$ cat config.mk
export PLATFORM = sky130hd
export DESIGN_NAME = mem_port_arbiter
export DESIGN_NICKNAME = d
export VERILOG_FILES = /design/src/rtl/mem_port_arbiter.sv
export SDC_FILE = /design/constraint.sdc
export NUM_CORES = 1
export LEC_CHECK = 0
export ABC_AREA = 1
export CAP_MARGIN = 10
export CORE_ASPECT_RATIO = 2
export CORE_MARGIN = 2
export CORE_UTILIZATION = 31
export CTS_BUF_LIST = sky130_fd_sc_hd__clkbuf_8 sky130_fd_sc_hd__clkbuf_16
export DETAILED_ROUTE_END_ITERATION = 8
export PLACE_DENSITY_LB_ADDON = 0.08
export REMOVE_ABC_BUFFERS = 1
export SLEW_MARGIN = 30
export SYNTH_ARGS = -nofsm -noshare
export SYNTH_HDL_FRONTEND = slang
export SYNTH_SLANG_ARGS = --single-unit
$ cat constraint.sdc
create_clock -name clk -period 1.4 [get_ports clk]
set_input_delay 0.21 -clock clk [delete_from_list [all_inputs] [get_ports clk]]
set_output_delay 0.21 -clock clk [all_outputs]
set_load 0.03 [all_outputs]
$ cat src/rtl/mem_port_arbiter.sv
// rtl/mem_port_arbiter.sv - shared memory port arbiter: data priority, fetch starvation guard, tagged read return
module mem_port_arbiter #(
    parameter int ADDR_W       = 24,
    parameter int DATA_W       = 24,
    parameter int STARVE_LIMIT = 4
) (
    input  logic              clk,
    input  logic              rst,
    input  logic              if_req,
    input  logic [ADDR_W-1:0] if_addr,
    output logic              if_gnt,
    output logic              if_rvalid,
    output logic [DATA_W-1:0] if_rdata,
    input  logic              d_req,
    input  logic              d_we,
    input  logic [ADDR_W-1:0] d_addr,
    input  logic [DATA_W-1:0] d_wdata,
    output logic              d_gnt,
    output logic              d_rvalid,
    output logic [DATA_W-1:0] d_rdata,
    output logic [ADDR_W-1:0] mem_addr,
    output logic [DATA_W-1:0] mem_wdata,
    output logic              mem_we,
    output logic              mem_re,
    input  logic [DATA_W-1:0] mem_rdata
);
    localparam logic [3:0] LIMIT = 4'(STARVE_LIMIT);

    logic [3:0]        starve_cnt_q, starve_cnt_d;
    logic              rd_pend_q;
    logic              rd_tag_q;
    logic              if_rvalid_q, d_rvalid_q;
    logic [DATA_W-1:0] if_rdata_q, d_rdata_q;

    // Fetch only overrides data once it has been denied STARVE_LIMIT cycles in a row.
    always_comb begin
        if_gnt = 1'b0;
        d_gnt  = 1'b0;
        if (!rst) begin
            if (d_req && !(if_req && starve_cnt_q == LIMIT)) begin
                d_gnt = 1'b1;
            end else if (if_req) begin
                if_gnt = 1'b1;
            end
        end
    end

    always_comb begin
        starve_cnt_d = starve_cnt_q;
        if (!if_req || if_gnt) begin
            starve_cnt_d = 4'd0;
        end else if (starve_cnt_q < LIMIT) begin
            starve_cnt_d = starve_cnt_q + 4'd1;
        end
    end

    always_comb begin
        mem_re    = if_gnt | (d_gnt & ~d_we);
        mem_we    = d_gnt & d_we;
        mem_wdata = d_wdata;
        mem_addr  = '0;
        if (if_gnt) begin
            mem_addr = if_addr;
        end else if (d_gnt) begin
            mem_addr = d_addr;
        end
    end

    always_ff @(posedge clk) begin
        if (rst) begin
            starve_cnt_q <= 4'd0;
            rd_pend_q    <= 1'b0;
            rd_tag_q     <= 1'b0;
            if_rvalid_q  <= 1'b0;
            d_rvalid_q   <= 1'b0;
            if_rdata_q   <= '0;
            d_rdata_q    <= '0;
        end else begin
            starve_cnt_q <= starve_cnt_d;
            rd_pend_q    <= mem_re;
            rd_tag_q     <= d_gnt;
            if_rvalid_q  <= rd_pend_q & ~rd_tag_q;
            d_rvalid_q   <= rd_pend_q & rd_tag_q;
            // rdata holds between responses; only the owning side captures.
            if (rd_pend_q && !rd_tag_q) begin
                if_rdata_q <= mem_rdata;
            end
            if (rd_pend_q && rd_tag_q) begin
                d_rdata_q <= mem_rdata;
            end
        end
    end

    assign if_rvalid = if_rvalid_q;
    assign if_rdata  = if_rdata_q;
    assign d_rvalid  = d_rvalid_q;
    assign d_rdata   = d_rdata_q;
endmodule

==> flow_summary.toml, run 1 <==
[run_status]
status = "finished with violations"
violations = "negative setup slack"

[yosys]
synth_top_area_cell = "dfxtp_1"
seq_area_frac_synth = 0.418
synth_area_leaders = "dfxtp_1 (42%), nor2_1 (15%), buf_4 (8.1%)"
netlist_instances = 361
synth_top_area_frac = 0.418
yosys_warnings = 0
synth-seq-cells = 56
syn_avg_cell_area_um2 = 7.42
synth.cell_area_mm2 = 0.00268
synthDistinctLibCells = 27

[drt]
wl_per_cell_um = 16.0
wl_met3_um = 973
route.detailed.drc = 0
ant_nets = 0
firstDrtPassIters = 4
drt_iter0_drc = 56
wl_met1_mm = 3.50
wirelength_mm = 9.67
wl_met2_mm = 4.90
via_per_inst = 4.83
top_layer = "met5"
num_vias = 2919

[timing]
min_period_over_period = 1.28
worst_slew_pin_slew_ns = 0.474
setup_viol = 28
finalHoldViolations = 0
setup_tns_ns = -9.49
maxSlewViolCount = 0
finClkSkew_ns = 0.00477
period_needed_ns = 1.80
setup_slack_ns = -0.398
slew_headroom = 0.684
rsz0062_at_grt = "yes"
fmax_mhz = 556

[flow_run]
max-cap-violations = 0

[place]
gp_congestion = 0.863
post-place-ws_ns = -0.269
port_buffers = 154
placedCellCount = 586
place_hpwl_mm = 6.97

[power]
finalPower_mw = 4.09
sw_frac_of_total = 0.295
p_leak_nw = 2.13
seqPwrFrac = 0.420
switching_power_mw = 1.21
clock_power_share = 0.311
power_frac_comb = 0.268
irDropWorstVdd_v = 0.000741
internal_power_mw = 2.88
p_per_area_mw_per_mm2 = 887

[final_layout]
antenna_cells = 0
nNetsFinal = 606
synthToLayoutAreaGrowth_pct = 72.1
fillCellCount = 834
stdcell_count = 604
drive_gt1_frac = 0.232
fin_util = 0.541

[worst_setup_path]
reg2reg_depth = 10
rrSetupSlack_ns = 0.07
arrival_ns = 1.59
path_class = "reg -> out"
reg2reg_to = "rd_pend_q"
crit_fanout = 7
cp.required_ns = 1.19
startpoint_type = "flip-flop"
cp-end-kind = "primary output"
reg2reg_from = "starve_cnt_q[1]"

[global_route]
grt_max_degree = 33
grt_pass1_wl_mm = 14.9
grt.total_usage = 0.202
antenna_found_initial = 0
grt_pass1_vias = 2821
grt.overflow.total = 0

[floorplanning]
die_h_um = 135
start_util = 0.314
fp.dieW_um = 69.7
pin_count = 203
num_rows = 48
core_mm2 = 0.00853
dieArea_mm2 = 0.00945

[worst_hold_path]
hold_class = "in -> out"
holdPathStages = 0
min_to = "mem_wdata[22]"
hold_start = "d_wdata[22]"

[cts]
cts_hold_buf = 0
cts_tree = "yes"
cts_root_buffer = "clkbuf_16"
clk_latency_ns = 0.29
cts_buffer_depth = 2
cts_made_buffers = 5
clk_pin_slew_ns = 0.07
htreeDepth = 2
cts.sinks = 56
==> cell usage after synthesis <==
library cell  instances
a21oi_1               2
buf_1                 1
buf_2                13
buf_4                29
buf_6                 2
buf_8                 1
clkbuf_1              2
clkbuf_2              1
clkinv_2              1
dfxtp_1              56
ha_1                  2
inv_1                 9
inv_2                 2
nand2_1              28
nand2_2               1
nand2_4               1
nand2_8               1
nand3_1              18
nand3_2               7
nand4_1              25
nor2_1              106
nor2_2                1
nor2_4                2
nor3_1                1
o21ai_0              39
o21ai_1               9
xor2_1                1
==> through the flow <==
stage | hold WS, ns | instance area, um2
after floorplan | 0.282 | 2340
after global placement | 0.420 | 4150
after detailed placement | 0.420 | 4150
after CTS | 0.420 | 4540
after global routing | 0.420 | 4610
final | 0.420 | 4610
==> worst max path at each step <==
stage          cells after the start            start      endpoint  slack, ns
2_1_floorplan                      7  starve_cnt_q[0]        mem_we      -0.51
3_3_place_gp                       8           if_req   mem_addr[7]      -0.27
3_5_place_dp                       8           if_req  mem_addr[15]      -0.27
4_1_cts                           10  starve_cnt_q[0]  mem_addr[15]      -0.43
5_1_grt                            8  starve_cnt_q[2]   mem_addr[5]      -0.46
6_report                          10  starve_cnt_q[1]   mem_addr[5]      -0.40
==> area by class of cell <==
cell class                      count  area (um2)  share of cell area
Sequential cell                    56        1120               0.244
Clock buffer                        6         139              0.0301
Clock inverter                      2        11.3             0.00244
Multi-Input combinational cell    246        1350               0.293
Inverter                           12        51.3              0.0111
Tap cell                          100         125              0.0271
Timing Repair Buffer              182        1810               0.393
==> power groups by stage <==
stage	sequential [mW]	clock [mW]	combinational [mW]
2_1_floorplan	1.91	0	0.317
6_report	1.72	1.27	1.10
3_3_place_gp	1.76	0	1.06
4_1_cts	1.72	1.32	1.08
3_5_place_dp	1.76	0	1.07
5_1_grt	1.73	1.35	1.18
==> per-layer routing <==
metal / global-route usage / vias up
met5: 0.0333 / -
met3: 0.0744 / 15
li1: - / 1443
met2: 0.349 / 155
met4: 0.0812 / 2
met1: 0.219 / 1304
==> logic make-up (layout without fill, tap and decap cells) <==
kind of cell / after synthesis / count (layout) / synth area share
AOI/OAI and AO/OA: 50 / 50 / 0.0934
xor gates and xnor gates: 1 / 1 / 0.00327
adders and majority gates: 2 / 2 / 0.00934
buffers and inverters: 61 / 202 / 0.143
DFF: 56 / 56 / 0.418
and+or+nand+nor: 191 / 193 / 0.333
==> flip-flops by register name, indices dropped and copies added, names as in the netlist <==
register,count
if_rdata,24
rd_tag_q,1
d_rdata,24
if_rvalid,1
d_rvalid,1
starve_cnt_q,4
rd_pend_q,1
==> repair_timing <==
item,4_1_cts,5_1_grt
gates cloned,3,0
pin swaps,18,14
buffers inserted,5,3
endpoints found under the setup margin,78,30
resized for setup,104,20
==> cells in the final DEF, fill, tap and decap left out, types with 2 or more instances in the layout <==
| cell | n |
|---|---|
| a21oi_1 | 2 |
| buf_12 | 7 |
| buf_4 | 22 |
| buf_6 | 26 |
| clkbuf_16 | 5 |
| clkdlybuf4s50_1 | 76 |
| dfxtp_1 | 54 |
| dfxtp_2 | 2 |
| dlygate4sd2_1 | 50 |
| inv_1 | 6 |
| inv_2 | 4 |
| inv_4 | 2 |
| nand2_1 | 11 |
| nand2_2 | 16 |
| nand2_4 | 2 |
| nand2_8 | 4 |
| nand3_1 | 7 |
| nand3_2 | 18 |
| nand4_1 | 25 |
| nor2_1 | 106 |
| nor2_4 | 2 |
| o21ai_0 | 39 |
| o21ai_1 | 9 |
==> worst max-delay path: stages, from the launching register on <==
cell	delay, ns
dfxtp_2	0.33
inv_2	0.07
ha_4	0.14
nand2_4	0.05
inv_4	0.07
nand2_8	0.09
buf_12	0.16
nand2_8	0.10
nand3_2	0.08
nand2_2	0.07
buf_6	0.13
Power figures use the tool's default switching activity.
==> run 2: changes to the inputs <==
- CTS_CLUSTER_DIAMETER: not set -> 150
==> results of run 2 <==
No change in the layout: final DEF, timing and power equal those of run 1.
==> run 3: changes to the inputs <==
- TNS_END_PERCENT: not set -> 10
==> run 3 against run 2 <==
Against the previous run: cell count is the same; maximum frequency about the same; sequential power hardly changed; the flow still finishes with violations (negative setup slack); cell area fell by 0.65%; critical endpoint unchanged; sequential cell count unchanged; die area unchanged; wire length hardly changed; highest routed layer unchanged; count of clock-buffer cells in the layout unchanged; critical path depth unchanged; sequential share of layout area increased by 0.16 points; register-to-register slack barely moved.
==> flow_summary.toml, run 3 (same netlist as run 1, synthesis figures left out) <==
[timing]
fmax_mhz = 556
fin_hold_ws_ns = 0.420
maxSlewViolCount = 0
setup_tns_ns = -9.48
setup_slack_ns = -0.398
setup_viol = 28
worst_slew_pin_slew_ns = 0.475
min_period_over_period = 1.28
rsz0062_at_grt = "yes"
finalHoldViolations = 0
slew_headroom = 0.683
finClkSkew_ns = 0.00484
period_needed_ns = 1.80

[drt]
ant_nets = 0
firstDrtPassIters = 4
num_vias = 2920
route.detailed.drc = 0
wirelength_mm = 9.68
via_per_inst = 4.83
drt_iter0_drc = 57
wl_per_cell_um = 16.0

[final_layout]
layout_commonest_cell = "nor2_1"
fin_util = 0.537
nNetsFinal = 606
final_cell_mix = "nor2_1 (106), clkdlybuf4s50_1 (76), dfxtp_1 (54)"
fillCellCount = 833
antenna_cells = 0
synthToLayoutAreaGrowth_pct = 71.0
drive_gt1_frac = 0.220

[floorplanning]
core_mm2 = 0.00853
num_rows = 48
dieArea_mm2 = 0.00945
fp.dieW_um = 69.7
start_util = 0.314
die_h_um = 135
pin_count = 203

[cts]
htreeDepth = 2
cts_made_buffers = 5
cts_root_buffer = "clkbuf_16"
clk_latency_ns = 0.29
cts_hold_buf = 0
cts_buffer_depth = 2
clk_pin_slew_ns = 0.07
cts_tree = "yes"
cts.sinks = 56

[power]
p_per_area_mw_per_mm2 = 892
finalPower_mw = 4.09
p_leak_nw = 2.13
irDropWorstVdd_v = 0.000742

[worst_setup_path]
rrSetupSlack_ns = 0.07
startpoint_type = "flip-flop"
worstPathCellList = "inv_2 > ha_4 > nand2_4 > inv_4 > nand2_8 > buf_12 > nand2_8 > nand3_2 > nand2_2 > buf_6"
reg2reg_to = "rd_pend_q"
cp.required_ns = 1.19
reg2reg_from = "starve_cnt_q[1]"
path_class = "reg -> out"
crit_fanout = 7
path_buf_inv = 4
arrival_ns = 1.59
crit_slowest_cell = "dfxtp_2"
reg2reg_depth = 10
cpPeakStageDelay_ns = 0.33
critical_path.top_delay_family = "buffers and inverters"
cp-end-kind = "primary output"
crit_path_frequent_cell = "nand2_8"
path_depth = 10

[place]
port_buffers = 154
gp_congestion = 0.863
place_hpwl_mm = 6.97
post-place-ws_ns = -0.269

[worst_hold_path]
holdPathStages = 0
min_to = "mem_wdata[22]"
hold_class = "in -> out"
hold_start = "d_wdata[22]"

[run_status]
violations = "negative setup slack"
status = "finished with violations"

[global_route]
grt.overflow.total = 0
grt_pass1_vias = 2816
grt.total_usage = 0.201
grt_max_degree = 33
antenna_found_initial = 0
grt_pass1_wl_mm = 14.8

[flow_run]
max-cap-violations = 0
[run 3: cell counts in the layout (fill, tap and decap cells not counted)]
No cell type changed its count.
[run 3: layout make-up]
| type | instances | area [um2] | share of cell area |
|---|---|---|---|
| Multi-Input combinational cell | 246 | 1320 | 0.288 |
| Clock buffer | 6 | 139 | 0.0303 |
| Clock inverter | 2 | 11.3 | 0.00246 |
| Tap cell | 100 | 125 | 0.0273 |
| Timing Repair Buffer | 182 | 1810 | 0.396 |
| Inverter | 12 | 48.8 | 0.0107 |
| Sequential cell | 56 | 1120 | 0.245 |
[run 3: power breakdown]
| group | switching [mW] | internal [mW] | leakage, nW |
|---|---|---|---|
| clock network | 0.569 | 0.707 | 0.0743 |
| registers | 0.0422 | 1.68 | 0.458 |
| logic | 0.593 | 0.498 | 1.59 |
[run 3: worst max-delay path by stage]
| stage | from | endpoint |
|---|---|---|
| final | starve_cnt_q[1] | mem_addr[5] |
| after CTS | starve_cnt_q[0] | mem_addr[15] |
| after global placement | if_req | mem_addr[7] |
| after global routing | starve_cnt_q[2] | mem_addr[5] |
| after detailed placement | if_req | mem_addr[15] |
| after floorplan | starve_cnt_q[0] | mem_we |
[run 3: metal layers]
layer,GRT usage,wire length [um],up-vias
met5,0.0333,33,-
met4,0.0812,263,2
met3,0.0744,974,15
met2,0.349,4920,159
met1,0.218,3490,1302
li1,-,-,1442
[run 3: repair_timing]
item / CTS / global route
resized for setup: 98 / 17
gates cloned: 3 / 0
setup endpoints to repair: 78 / 30
pin swaps: 17 / 15
setup buffers: 5 / 3
[run 3: per-stage QoR]
step	instances	cell area, um2
2_1_floorplan	312	2340
3_3_place_gp	586	4150
3_5_place_dp	586	4150
4_1_cts	602	4510
5_1_grt	604	4580
6_report	604	4580
[run 3: worst register-to-register path, stage by stage, from the launching register on]
cell,delay [ns]
dfxtp_2,0.33
inv_2,0.07
ha_4,0.14
nand2_4,0.05
inv_4,0.07
nand2_8,0.09
buf_12,0.16
nand2_8,0.09
nand2_2,0.08
buf_4,0.14
nand2_1,0.06
